## src/rtl/alu_muldiv_pkg.sv

```systemverilog
// Shared op-code, FSM-state and constant definitions for the execute-stage ALU
// and its iterative multiply/divide unit.
package alu_muldiv_pkg;

  localparam int OP_W = 5;

  localparam logic [OP_W-1:0] OP_AND   = 5'b00000;
  localparam logic [OP_W-1:0] OP_OR    = 5'b00001;
  localparam logic [OP_W-1:0] OP_ADD   = 5'b00010;
  localparam logic [OP_W-1:0] OP_SLL   = 5'b00011;
  localparam logic [OP_W-1:0] OP_SRL   = 5'b00100;
  localparam logic [OP_W-1:0] OP_SRA   = 5'b00101;
  localparam logic [OP_W-1:0] OP_SUB   = 5'b00110;
  localparam logic [OP_W-1:0] OP_SLT   = 5'b00111;
  localparam logic [OP_W-1:0] OP_SLTU  = 5'b01000;
  localparam logic [OP_W-1:0] OP_LUI   = 5'b01001;
  localparam logic [OP_W-1:0] OP_NOR   = 5'b01100;
  localparam logic [OP_W-1:0] OP_XOR   = 5'b01101;
  localparam logic [OP_W-1:0] OP_MULT  = 5'b10000;
  localparam logic [OP_W-1:0] OP_MULTU = 5'b10001;
  localparam logic [OP_W-1:0] OP_DIV   = 5'b10010;
  localparam logic [OP_W-1:0] OP_DIVU  = 5'b10011;
  localparam logic [OP_W-1:0] OP_MFHI  = 5'b10100;
  localparam logic [OP_W-1:0] OP_MFLO  = 5'b10101;
  localparam logic [OP_W-1:0] OP_MTHI  = 5'b10110;
  localparam logic [OP_W-1:0] OP_MTLO  = 5'b10111;

  localparam logic [1:0] ST_IDLE = 2'd0;
  localparam logic [1:0] ST_CALC = 2'd1;
  localparam logic [1:0] ST_FIX  = 2'd2;

  // Wide enough for any supported datapath; users slice the low NBITS.
  localparam logic [127:0] ALL_ONES = '1;

endpackage

```

## src/rtl/muldiv_iter.sv

```systemverilog
// Iterative multiply/divide: one shift-add or restoring-subtract step per cycle
// on operand magnitudes, then a single sign-fix cycle that presents HI/LO.
module muldiv_iter
  import alu_muldiv_pkg::*;
#(
  parameter int NBITS = 32,
  parameter int CBITS = 6,
  parameter int BOP   = 5
) (
  input  logic             clk,
  input  logic             reset,
  input  logic             start,
  input  logic [BOP-1:0]   op,
  input  logic [NBITS-1:0] a,
  input  logic [NBITS-1:0] b,
  output logic             busy,
  output logic             done,
  output logic             wr,
  output logic [NBITS-1:0] hi,
  output logic [NBITS-1:0] lo
);

  localparam int PW = 2 * NBITS;

  function automatic logic [NBITS-1:0] neg_if(input logic [NBITS-1:0] v, input logic neg);
    return neg ? (~v + NBITS'(1)) : v;
  endfunction

  logic [1:0]         state;
  logic [CBITS-1:0]   cnt;
  logic               is_div, neg_q, neg_r, b_zero;
  logic [NBITS-1:0]   acc_hi, acc_lo, opnd;
  logic               signed_op, sign_a, sign_b;
  logic [NBITS:0]     add_sum, shifted, diff;
  logic [PW-1:0]      prod, prod_fix;

  assign signed_op = (op == OP_MULT) || (op == OP_DIV);
  assign sign_a    = signed_op & a[NBITS-1];
  assign sign_b    = signed_op & b[NBITS-1];

  assign add_sum  = {1'b0, acc_hi} + {1'b0, (acc_lo[0] ? opnd : {NBITS{1'b0}})};
  assign shifted  = {acc_hi, acc_lo[NBITS-1]};
  assign diff     = shifted - {1'b0, opnd};
  assign prod     = {acc_hi, acc_lo};
  assign prod_fix = neg_q ? (~prod + PW'(1)) : prod;

  always_ff @(posedge clk) begin
    if (reset) begin
      state <= ST_IDLE;
      cnt   <= '0;
      done  <= 1'b0;
    end else begin
      done <= 1'b0;
      case (state)
        ST_IDLE: if (start) begin
          state <= ST_CALC;
          cnt   <= CBITS'(NBITS - 1);
        end
        ST_CALC: begin
          if (cnt == '0) state <= ST_FIX;
          else           cnt   <= cnt - CBITS'(1);
        end
        ST_FIX: begin
          state <= ST_IDLE;
          done  <= 1'b1;
        end
        default: state <= ST_IDLE;
      endcase
    end
  end

  // Accumulator: acc_lo starts as |A| and is shifted out (mult) or becomes the quotient (div)
  always_ff @(posedge clk) begin
    if (state == ST_IDLE && start) begin
      is_div <= (op == OP_DIV) || (op == OP_DIVU);
      neg_q  <= sign_a ^ sign_b;
      neg_r  <= sign_a;
      b_zero <= (b == '0);
      acc_hi <= '0;
      acc_lo <= neg_if(a, sign_a);
      opnd   <= neg_if(b, sign_b);
    end else if (state == ST_CALC) begin
      if (!is_div) begin
        {acc_hi, acc_lo} <= {add_sum, acc_lo[NBITS-1:1]};
      end else if (!diff[NBITS]) begin
        acc_hi <= diff[NBITS-1:0];
        acc_lo <= {acc_lo[NBITS-2:0], 1'b1};
      end else begin
        acc_hi <= shifted[NBITS-1:0];
        acc_lo <= {acc_lo[NBITS-2:0], 1'b0};
      end
    end
  end

  assign busy = (state != ST_IDLE);
  assign wr   = (state == ST_FIX);

  // Divide by zero leaves |A| in the remainder, so only the quotient needs overriding
  always_comb begin
    if (is_div) begin
      lo = b_zero ? ALL_ONES[NBITS-1:0] : neg_if(acc_lo, neg_q);
      hi = neg_if(acc_hi, neg_r);
    end else begin
      {hi, lo} = prod_fix;
    end
  end

endmodule

```

## src/rtl/alu_muldiv.sv

```systemverilog
// Execute-stage ALU: combinational single-cycle ops plus architectural HI/LO
// fed by MTHI/MTLO and by the iterative multiply/divide unit.
module alu_muldiv
  import alu_muldiv_pkg::*;
#(
  parameter int NBITS  = 32,
  parameter int RNBITS = 5,
  parameter int BOP    = 5,
  parameter int CBITS  = 6
) (
  input  logic              i_clk,
  input  logic              i_reset,
  input  logic              i_Valid,
  input  logic [NBITS-1:0]  i_Reg,
  input  logic [NBITS-1:0]  i_Mux,
  input  logic [RNBITS-1:0] i_Shamt,
  input  logic [BOP-1:0]    i_Op,
  output logic [NBITS-1:0]  o_Result,
  output logic              o_Cero,
  output logic              o_Busy,
  output logic              o_Done,
  output logic [NBITS-1:0]  o_Hi,
  output logic [NBITS-1:0]  o_Lo
);

  logic [NBITS-1:0]        hi_reg, lo_reg, md_hi, md_lo;
  logic                    md_busy, md_wr, is_muldiv, start, mt_hi, mt_lo;
  logic signed [NBITS-1:0] a_s, b_s;

  assign a_s = i_Reg;
  assign b_s = i_Mux;

  assign is_muldiv = (i_Op == OP_MULT) || (i_Op == OP_MULTU) ||
                     (i_Op == OP_DIV)  || (i_Op == OP_DIVU);
  assign start = i_Valid && is_muldiv && !md_busy;
  assign mt_hi = i_Valid && (i_Op == OP_MTHI) && !md_busy;
  assign mt_lo = i_Valid && (i_Op == OP_MTLO) && !md_busy;

  muldiv_iter #(
    .NBITS(NBITS),
    .CBITS(CBITS),
    .BOP  (BOP)
  ) u_muldiv (
    .clk  (i_clk),
    .reset(i_reset),
    .start(start),
    .op   (i_Op),
    .a    (i_Reg),
    .b    (i_Mux),
    .busy (md_busy),
    .done (o_Done),
    .wr   (md_wr),
    .hi   (md_hi),
    .lo   (md_lo)
  );

  // MTHI/MTLO can never coincide with a mult/div write-back since both need IDLE vs FIX
  always_ff @(posedge i_clk) begin
    if (i_reset) begin
      hi_reg <= '0;
      lo_reg <= '0;
    end else if (md_wr) begin
      hi_reg <= md_hi;
      lo_reg <= md_lo;
    end else begin
      if (mt_hi) hi_reg <= i_Reg;
      if (mt_lo) lo_reg <= i_Reg;
    end
  end

  always_comb begin
    o_Result = ALL_ONES[NBITS-1:0];
    case (i_Op)
      OP_AND:  o_Result = i_Reg & i_Mux;
      OP_OR:   o_Result = i_Reg | i_Mux;
      OP_ADD:  o_Result = i_Reg + i_Mux;
      OP_SUB:  o_Result = i_Reg - i_Mux;
      OP_NOR:  o_Result = ~(i_Reg | i_Mux);
      OP_XOR:  o_Result = i_Reg ^ i_Mux;
      OP_SLL:  o_Result = i_Mux << i_Shamt;
      OP_SRL:  o_Result = i_Mux >> i_Shamt;
      OP_SRA:  o_Result = b_s >>> i_Shamt;
      OP_SLT:  o_Result = {{(NBITS-1){1'b0}}, (a_s < b_s)};
      OP_SLTU: o_Result = {{(NBITS-1){1'b0}}, (i_Reg < i_Mux)};
      OP_LUI:  o_Result = i_Mux << (NBITS / 2);
      OP_MFHI: o_Result = hi_reg;
      OP_MFLO: o_Result = lo_reg;
      default: o_Result = ALL_ONES[NBITS-1:0];
    endcase
  end

  assign o_Cero = (o_Result == '0);
  assign o_Busy = md_busy;
  assign o_Hi   = hi_reg;
  assign o_Lo   = lo_reg;

endmodule
```

## config.mk

```make
export PLATFORM = sky130hd
export DESIGN_NAME = alu_muldiv
export DESIGN_NICKNAME = d
export VERILOG_FILES = /design/src/rtl/alu_muldiv_pkg.sv /design/src/rtl/muldiv_iter.sv /design/src/rtl/alu_muldiv.sv
export SDC_FILE = /design/constraint.sdc
export NUM_CORES = 1
export LEC_CHECK = 0
export ABC_AREA = 1
export CAP_MARGIN = 20
export CELL_PAD_IN_SITES_DETAIL_PLACEMENT = 0
export CELL_PAD_IN_SITES_GLOBAL_PLACEMENT = 2
export CORE_MARGIN = 1
export CORE_UTILIZATION = 31
export DETAILED_ROUTE_END_ITERATION = 8
export HOLD_SLACK_MARGIN = 0.05
export PLACE_DENSITY_LB_ADDON = 0.3
export SYNTH_ARGS = -nofsm -noshare
export SYNTH_HDL_FRONTEND = slang
export SYNTH_HIERARCHICAL = 1
export SYNTH_SLANG_ARGS = --single-unit
```

## constraint.sdc

```tcl
create_clock -name i_clk -period 4.1 [get_ports i_clk]
set_input_delay 0.82 -clock i_clk [delete_from_list [all_inputs] [get_ports i_clk]]
set_output_delay 0.82 -clock i_clk [all_outputs]
set_load 0.01 [all_outputs]
```

Word level (Yosys, flattened, before mapping)
Index checks and enable logic that the tools add are counted.
{ "classes": {"addsub": 10, "order_cmp": 2, "eq_ne": 24, "shift": 3, "muxes": 27, "n_bitwise": 12, "reduce_logical": 25} }
{ "op_table": {"columns": ["operator", "count"], "rows": [
  ["32-bit two-way mux", 17],
  ["32-bit one-hot mux with 14 select lines", 1],
  ["32-bit inverter", 5],
  ["32-bit by 1-bit adder with 32-bit output, second input constant", 4],
  ["64-bit by 1-bit adder with 64-bit output, second input constant", 1],
  ["32-bit logical NOT", 2],
  ["32-bit < comparator", 2],
  ["64-bit two-way mux", 1],
  ["64-bit inverter", 1],
  ["5-bit == test, second input constant", 8],
  ["32-bit by 32-bit adder with 33-bit output", 1],
  ["33-bit by 32-bit subtractor with 33-bit output", 1],
  ["32-bit adder", 1],
  ["32-bit AND", 1],
  ["32-bit bitwise OR", 1],
  ["32-bit by 5-bit << shifter with 32-bit output", 1],
  ["32-bit by 5-bit >> shifter with 32-bit output", 1],
  ["32-bit by 5-bit >>> shifter with 32-bit output", 1],
  ["32-bit subtractor", 1],
  ["32-bit XOR", 1],
  ["5-bit by 3-bit == test with 1-bit output, second input constant", 4],
  ["5-bit by 4-bit == test with 1-bit output, second input constant", 4],
  ["6-bit two-way mux", 2],
  ["6-bit one-hot mux with 2 select lines", 1],
  ["21 further kinds", 40]
]} }
{ "totals": {"reg_bits": 173, "output_inout_bits": 99, "word_cells": 115} }

Depth between registers and ports, before layout
Gate-level depths: netlist of the first run.
{ "depth": {"depth_word": 8, "ltp_mapped": 21} }

Modules after synthesis
Netlist of the first run, hierarchy kept.
{ "by_module_without_submodules": {"columns": ["module", "instances", "cells_per_inst", "area_per_inst_um2"], "rows": [
  ["muldiv_iter", 1, 2696, 14875.5],
  ["alu_muldiv", 1, 2819, 14008.4]
]} }

Least setup slack after synthesis of the first run
OpenSTA, ideal clock, no wires.
{ "synth_timing": {"kind": "input to output", "from": "in i_Reg[0]", "to": "out o_Cero", "t_arrival_ns": 2.803, "t_required_ns": 3.280, "setup_slack_ns": 0.477, "path_stages": 18, "n_path_buf": 0, "cell_sequence": "inv_1 -> ha_1 -> fa_1 -> nor2_1 -> nand2_1 -> nand2_1 -> nand2_1 -> nand2_1 -> nand2_1 -> nand2_1 -> nand2_1 -> nand3_1 -> nand4_1 -> nor2_1 -> nand2_1 -> nor2_1 -> nand3_1 -> nor2_1"} }
{ "synth_via": {"word_cells_on_any_way": 10, "classes_between": "2 x add/sub; 2 x order compare; 1 x mux; 4 x bitwise; 1 x reduce/logical"} }
{ "synth_rtl": {"columns": ["element", "line_no", "rtl"], "rows": [
  ["from (decl)", "alu_muldiv.sv:14", "input logic [NBITS-1:0] i_Reg,"],
  ["32-bit subtractor or 32-bit adder (tied branches)", "alu_muldiv.sv:77, alu_muldiv.sv:76", null],
  ["32-bit one-hot mux with 14 select lines *", "alu_muldiv.sv:73", "case (i_Op)"],
  ["net o_Result[16]", "alu_muldiv.sv:18", "output logic [NBITS-1:0] o_Result,"],
  ["32-bit logical NOT *", "alu_muldiv.sv:92", "assign o_Cero = (o_Result == '0);"],
  ["to (decl)", "alu_muldiv.sv:19", "output logic o_Cero,"]
]} }
Mark *: on every way through the listed nets, which the timed path passes. The rest lies on a longest branch.

Worst setup path after layout of the first run
{ "layout_timing": {"from": "in i_Op[0]", "to": "out o_Cero"} }
{ "layout_via": {"elab_chain_len": 3, "word_cells_on_any_way": 16, "classes_between": "13 x eq/ne; 1 x mux; 2 x reduce/logical"} }
{ "layout_lines": {"columns": ["element", "line_no", "rtl"], "rows": [
  ["from (decl)", "alu_muldiv.sv:17", "input logic [BOP-1:0] i_Op,"],
  ["5-bit == test (tied with other cells)", "alu_muldiv.sv:73", null],
  ["32-bit one-hot mux with 14 select lines *", "alu_muldiv.sv:73", null],
  ["32-bit logical NOT *", "alu_muldiv.sv:92", null]
]} }
Mark *: on every way between the ends. The rest lies on a longest branch, timed or not.

==> reports/metrics.yaml, run 1 <==
outcome:
  status: "finished with violations"
  violations: "setup timing"
setup_path:
  crit_required_ns: 3.28
  slowest_stage: "nand4_1"
  crit_arrival_ns: 3.32
  endpoint_kind: "output pin"
  cp-start-kind: "input pin"
  path_cells: "clkdlybuf4s15_1 -> buf_6 -> buf_4 -> nand2_2 -> inv_2 -> nand3_4 -> nand2_4 -> nor2_4 -> nand3_4 -> buf_12 -> buf_6 -> nand2_1 -> nor2_2 -> nand4_1 -> nor2_2 -> nand2_2 -> nor2_4 -> nand3_2 -> nor2_4 -> buf_6"
  ff2ff_setup_slack_ns: 0.85
  path_max_fanout: 5
  critPathMaxStageDelay_ns: 0.23
  critPathKind: "input pin to output pin"
grt:
  track_usage: 0.354
  grt_max_degree: 65
  grt_overflow: 0
  grt_pass1_wl_um: 245000
  antenna_found_initial: 5
  grt_pass1_vias: 36544
finish:
  layout_commonest_cell: "nand2_1"
  area_delta_synth_final_pct: 39.2
  multiInputGateArea_um2: 23000
  layout_common_cells: "1746 x nand2_1, 726 x inv_1, 657 x buf_4"
  final_nets: 6510
  drive_gt1_frac: 0.226
  n_fill_cell: 10348
  regArea_um2: 4140
synthesis:
  ys_seq_area_frac: 0.143
  synth_flop_cell: "dfxtp_1"
  yosys.cell_types.count: 52
  syn_area_per_cell_um2: 5.24
  syn-num-nets: 5769
  syn-cell-area_um2: 28900
  synth-seq-cells: 173
  ys_warn_count: 6
  syn_inst: 5515
  synth-edff-count: 68
  synthArstFlopShare: 0
routing:
  drc: 0
  first_pass_iters: 8
  first_iter_violations: 4264
  wire_per_inst_um: 22.8
  vias: 39036
  ant_nets: 0
  drt-vias-per-instance: 5.20
  drt-total-wl_um: 172000
cts:
  cts.sinks: 173
  path_clk_slew_ns: 0.08
  cts_tree: "yes"
  hold_buffers: 0
  insertion_delay_ns: 0.48
  cts_buffer_depth: 2
  clock-root-buffer: "clkbuf_16"
  numCtsBuffers: 17
  htree_levels: 4
placed_design:
  routabilityCongestion: 1.03
  port_buffers: 175
  dp_hpwl_um: 143000
sta:
  worst_pin_slew_ns: 1.10
  setup_slack_ns: -0.0425
  finalSetupTns_ns: -0.0624
  finClkSkew_ns: 0.0205
  final-hold-violation-count: 0
  fmax_ghz: 0.241
  finalMaxSlewViolations: 0
  relSlewSlack: 0.266
  setup_viol_count_final: 3
  period_minus_slack_ns: 4.14
  rsz0062_at_grt: "yes"
  whs_ns: 0.475
  finalCritPeriodShare: 1.01
flow_run:
  cap_violations: 0
floorplanning:
  die_area_um2: 94400
  num_io_pins: 176
  coreArea_um2: 91900
  die_width_um: 307
  die_h_um: 307
  initial_core_util: 0.314
  rows: 111
pwr:
  vdd_drop_max_uv: 320
  power.leakage_nw: 20.6
  p_per_area_nw_per_um2: 274
  power_mw: 11.0
hold_path:
  hold_path_class: "flip-flop to flip-flop"
-- power by group --
group	switching (mW)	internal [mW]
clock network	0.855	0.845
registers	0.405	1.94
logic	4.52	2.44
-- synthesized netlist by cell type (3+ instances only) --
cell      instances  share of area
a21o_1            3        0.00078
a21oi_1         272          0.047
a21oi_2           3        0.00091
a31oi_1          42         0.0091
and2_1            7         0.0015
and3_1            9         0.0019
buf_1            30         0.0039
buf_2            38         0.0066
buf_6             5         0.0019
clkbuf_1        129          0.017
clkinv_1          5        0.00065
dfxtp_1         105          0.073
edfxtp_1         68          0.071
fa_1              4         0.0028
ha_1            173          0.075
inv_1           795           0.10
inv_2            24         0.0031
nand2_1        1896           0.25
nand2_2          13         0.0028
nand2_4           4         0.0016
nand3_1         632           0.11
nand3_2           7         0.0024
nand3b_1         15         0.0039
nand4_1          69          0.015
nor2_1          560          0.073
nor2_2           13         0.0028
nor2_4            3         0.0012
nor3_1           61          0.011
nor4_1           13         0.0028
o211ai_1         25         0.0065
o21ai_0         328          0.057
o21ai_1          15         0.0026
o21bai_1         16         0.0042
o22ai_1           6         0.0013
o31ai_1           3        0.00078
or2_2             5         0.0011
xnor2_1          19         0.0058
xor2_1           82          0.025
-- per-stage QoR --
step	cells	cell area (um2)	utilization	setup WS [ns]
floorplan	5515	28900	-	0.477
global placement	7381	36500	0.397	-1.36
detailed placement	7381	36500	0.397	-1.38
CTS	7483	39300	0.428	-0.142
global route	7513	40200	0.437	-0.128
finish	7513	40200	0.437	-0.0425
-- path summary, 6_finish.rpt --
| kind | startpoint | to | depth (start not counted) |
|---|---|---|---|
| setup / recovery | i_Op[0] | o_Cero | 20 |
| hold / removal | u_muldiv/cnt[0] | u_muldiv/cnt[0] | 1 |
| setup reg to reg | u_muldiv/state[0] | u_muldiv/acc_lo[29] | 8 |
| hold reg to reg | u_muldiv/cnt[0] | u_muldiv/cnt[0] | 1 |
-- kinds of logic after synthesis --
kind of cell             after synthesis  share of synthesized area
AND/OR/NAND/NOR                     3311                      0.478
buffers and inverters               1027                      0.136
AO/OA/AOI/OAI                        726                      0.134
adder cells (fa/ha/maj)              177                     0.0777
flip-flops                           173                      0.143
XOR/XNOR                             101                     0.0306
-- flip-flops by register name, summed over array words and instances (netlist names) --
| name | flops |
|---|---|
| u_muldiv/opnd | 32 |
| u_muldiv/neg_r | 1 |
| u_muldiv/b_zero | 1 |
| u_muldiv/neg_q | 1 |
| u_muldiv/done | 1 |
| o_Lo | 32 |
| u_muldiv/acc_hi | 32 |
| u_muldiv/cnt | 6 |
| u_muldiv/state | 2 |
| u_muldiv/is_div | 1 |
| u_muldiv/acc_lo | 32 |
| o_Hi | 32 |
-- critical path, delay by kind of cell --
family	cells	cell delay, ns
buffers and inverters	7	0.93
and+or+nand+nor	13	1.55
-- area by class of cell --
| class | instances | area share |
|---|---|---|
| Sequential cell | 173 | 0.103 |
| Clock buffer | 18 | 0.0112 |
| Timing Repair Buffer | 922 | 0.192 |
| Antenna cell | 1 | 0.0000622 |
| Clock inverter | 14 | 0.00345 |
| Inverter | 825 | 0.0782 |
| Tap cell | 1243 | 0.0387 |
| Multi-Input combinational cell | 4317 | 0.573 |
-- repair_timing --
item                                    in CTS  in global routing
gates cloned                                 3                  0
endpoints found under the setup margin      33                 25
pin swaps                                  151                154
gates resized for setup                    660                298
setup buffers                               67                 30
-- metal layers --
layer  track usage  routed length (um)
met1         0.474               75100
met3        0.0319               10900
met5             0                  22
met4         0.200               11000
met2         0.558               74600
Note: power is estimated with default switching activity, not from simulation.
==> inputs of run 2 (changes only) <==
REMOVE_ABC_BUFFERS = 1   (was unset)
==> run 2 against run 1 <==
Flip-flop and latch count is the same; highest routed layer unchanged; routed wire length grew 0.86%; first-iteration DRC count shrank 3.4%; the run still ends with setup timing left; critical path type unchanged; critical path depth is the same; combinational power grew 3.4%; sequential power is essentially flat; clock power grew 6%; worst setup slack lost 0.070 ns; design area grew 2.5%; maximum frequency shrank 1.7%; non-clock buffer count grew 87.
==> reports/metrics.yaml, run 2 (synthesized netlist as in run 1, its figures left out) <==
outcome:
  status: "finished with violations"
  violations: "setup timing"
setup_path:
  path_cells: "clkdlybuf4s15_2 -> buf_6 -> inv_2 -> buf_4 -> nand4_1 -> buf_4 -> buf_4 -> buf_4 -> o21ai_1 -> nor2_4 -> nand3_2 -> buf_12 -> nor2_4 -> nand2_2 -> nor2_4 -> nand2_1 -> nor2_1 -> nand3_1 -> nor2_2 -> buf_2"
  cp-start-kind: "input pin"
  crit_buf_inv: 9
  critical_path.top_delay_family: "simple AND/OR/NAND/NOR gates"
  crit_path_frequent_cell: "buf_4"
  critPathMaxStageDelay_ns: 0.24
  crit_arrival_ns: 3.39
  critPathKind: "input pin to output pin"
  crit_required_ns: 3.28
  slowest_stage: "nor2_4"
  endpoint_kind: "output pin"
  path_max_fanout: 4
grt:
  grt_pass1_vias: 37425
  grt_max_degree: 82
  antenna_found_initial: 3
  grt_overflow: 0
  track_usage: 0.358
  grt_pass1_wl_um: 248000
sta:
  finalCritPeriodShare: 1.03
  relSlewSlack: 0.378
  setup_viol_count_final: 2
  setup_slack_ns: -0.112
  finalMaxSlewViolations: 0
  final-hold-violation-count: 0
  rsz0062_at_grt: "yes"
  fmax_ghz: 0.237
  worst_pin_slew_ns: 0.932
  finClkSkew_ns: 0.0240
  period_minus_slack_ns: 4.21
routing:
  drt-vias-per-instance: 5.20
  met2_length_um: 75500
  vias: 39497
  m1WireLength_um: 74900
  ant_nets: 0
  first_iter_violations: 4118
  drc: 0
  top_layer_used: "met5"
  dr_wl_met3_um: 11200
  drt-total-wl_um: 173000
  first_pass_iters: 6
  wire_per_inst_um: 22.8
finish:
  layout_common_cells: "1737 x nand2_1, 731 x buf_4, 723 x inv_1"
  fin_cells: 7600
  area_delta_synth_final_pct: 42.7
  layout_commonest_cell: "nand2_1"
  n_fill_cell: 10235
  drive_gt1_frac: 0.239
  final_nets: 6595
cts:
  cts.sinks: 173
  path_clk_slew_ns: 0.08
  clock-root-buffer: "clkbuf_16"
  insertion_delay_ns: 0.49
  numCtsBuffers: 17
  htree_levels: 4
  cts_tree: "yes"
  hold_buffers: 0
  cts_buffer_depth: 2
placed_design:
  dp_hpwl_um: 144000
  port_buffers: 175
  routabilityCongestion: 1.09
  dp.cells: 7428
pwr:
  p_per_area_nw_per_um2: 275
  power.leakage_nw: 21.2
  power_mw: 11.3
  vdd_drop_max_uv: 348
floorplanning:
  initial_core_util: 0.314
  rows: 111
  die_width_um: 307
  coreArea_um2: 91900
  die_area_um2: 94400
  num_io_pins: 176
  die_h_um: 307
hold_path:
  hold_path_class: "flip-flop to flip-flop"
flow_run:
  cap_violations: 0
-- run 2: cell types whose count changed in the layout (fill, tap and decap cells not counted), moves of 6 or more --
cell	change
buf_4	+74
nor2_1	-15
clkbuf_2	-14
nor2_2	+10
buf_12	+9
ha_1	+9
nand2_1	-9
dlygate4sd2_1	+8
buf_8	+7
ha_2	-7
nand2_4	+7
inv_4	+6
-- run 2: where the power goes --
group	internal, mW	switching (mW)	leakage (nW)
Clock	0.911	0.892	0.307
Combinational	2.56	4.64	19.4
Sequential	1.94	0.395	1.47
Total	5.41	5.93	21.2
-- run 2: path summary, 6_finish.rpt --
kind,slack [ns],to,startpoint,cells after the start
worst max-delay path,-0.11,o_Cero,i_Op[0],20
worst min-delay path,0.46,u_muldiv/cnt[0],u_muldiv/cnt[0],1
worst max register to register,0.75,o_Lo[28],u_muldiv/acc_lo[0],12
worst min register to register,0.46,u_muldiv/cnt[0],u_muldiv/cnt[0],1
-- run 2: worst reg2reg max path: stages, from the launching register on --
cell	delay [ns]
edfxtp_1	0.61
inv_1	0.20
ha_1	0.30
nand3_2	0.17
nor2_2	0.23
nand2_2	0.13
inv_1	0.09
nand2_1	0.07
o31ai_1	0.40
o21ai_0	0.33
o21ai_0	0.45
a21oi_1	0.13
a21oi_1	0.18
-- run 2: cell type report --
type	count	area, um2	area share
inverter	825	3140	0.0763
multi-input combinational	4315	23100	0.561
clock buffer	18	450	0.0109
antenna	3	7.51	0.000182
clock inverter	14	168	0.00407
sequential	173	4140	0.101
timing repair buffer	1009	8620	0.209
tap	1243	1560	0.0377
-- run 2: repair_timing --
item	in CTS	in global routing
endpoints found under the setup margin	33	26
pin swaps	198	74
setup buffers	111	28
gates resized for setup	832	145
-- run 2: routing by layer --
metal  up-vias  track usage
li1      19249            -
met1     18330        0.474
met2      1608        0.565
met3       308       0.0324
met4         2        0.212
met5         -            0
-- run 2: metrics by stage --
| stage | area [um2] | TNS (ns) | setup slack, ns | hold WS, ns | utilization |
|---|---|---|---|---|---|
| 2_1_floorplan | 28000 | -70.63 | -1.12 | 0.434 | - |
| 5_1_grt | 41200 | -0.524 | -0.204 | 0.501 | 0.448 |
| 3_3_place_gp | 36900 | -29.59 | -1.46 | 0.452 | 0.402 |
| 3_5_place_dp | 36900 | -29.15 | -1.38 | 0.454 | 0.402 |
| 4_1_cts | 40700 | 0 | 0.000628 | 0.469 | 0.443 |
| 6_report | 41200 | -0.112 | -0.112 | 0.465 | 0.448 |
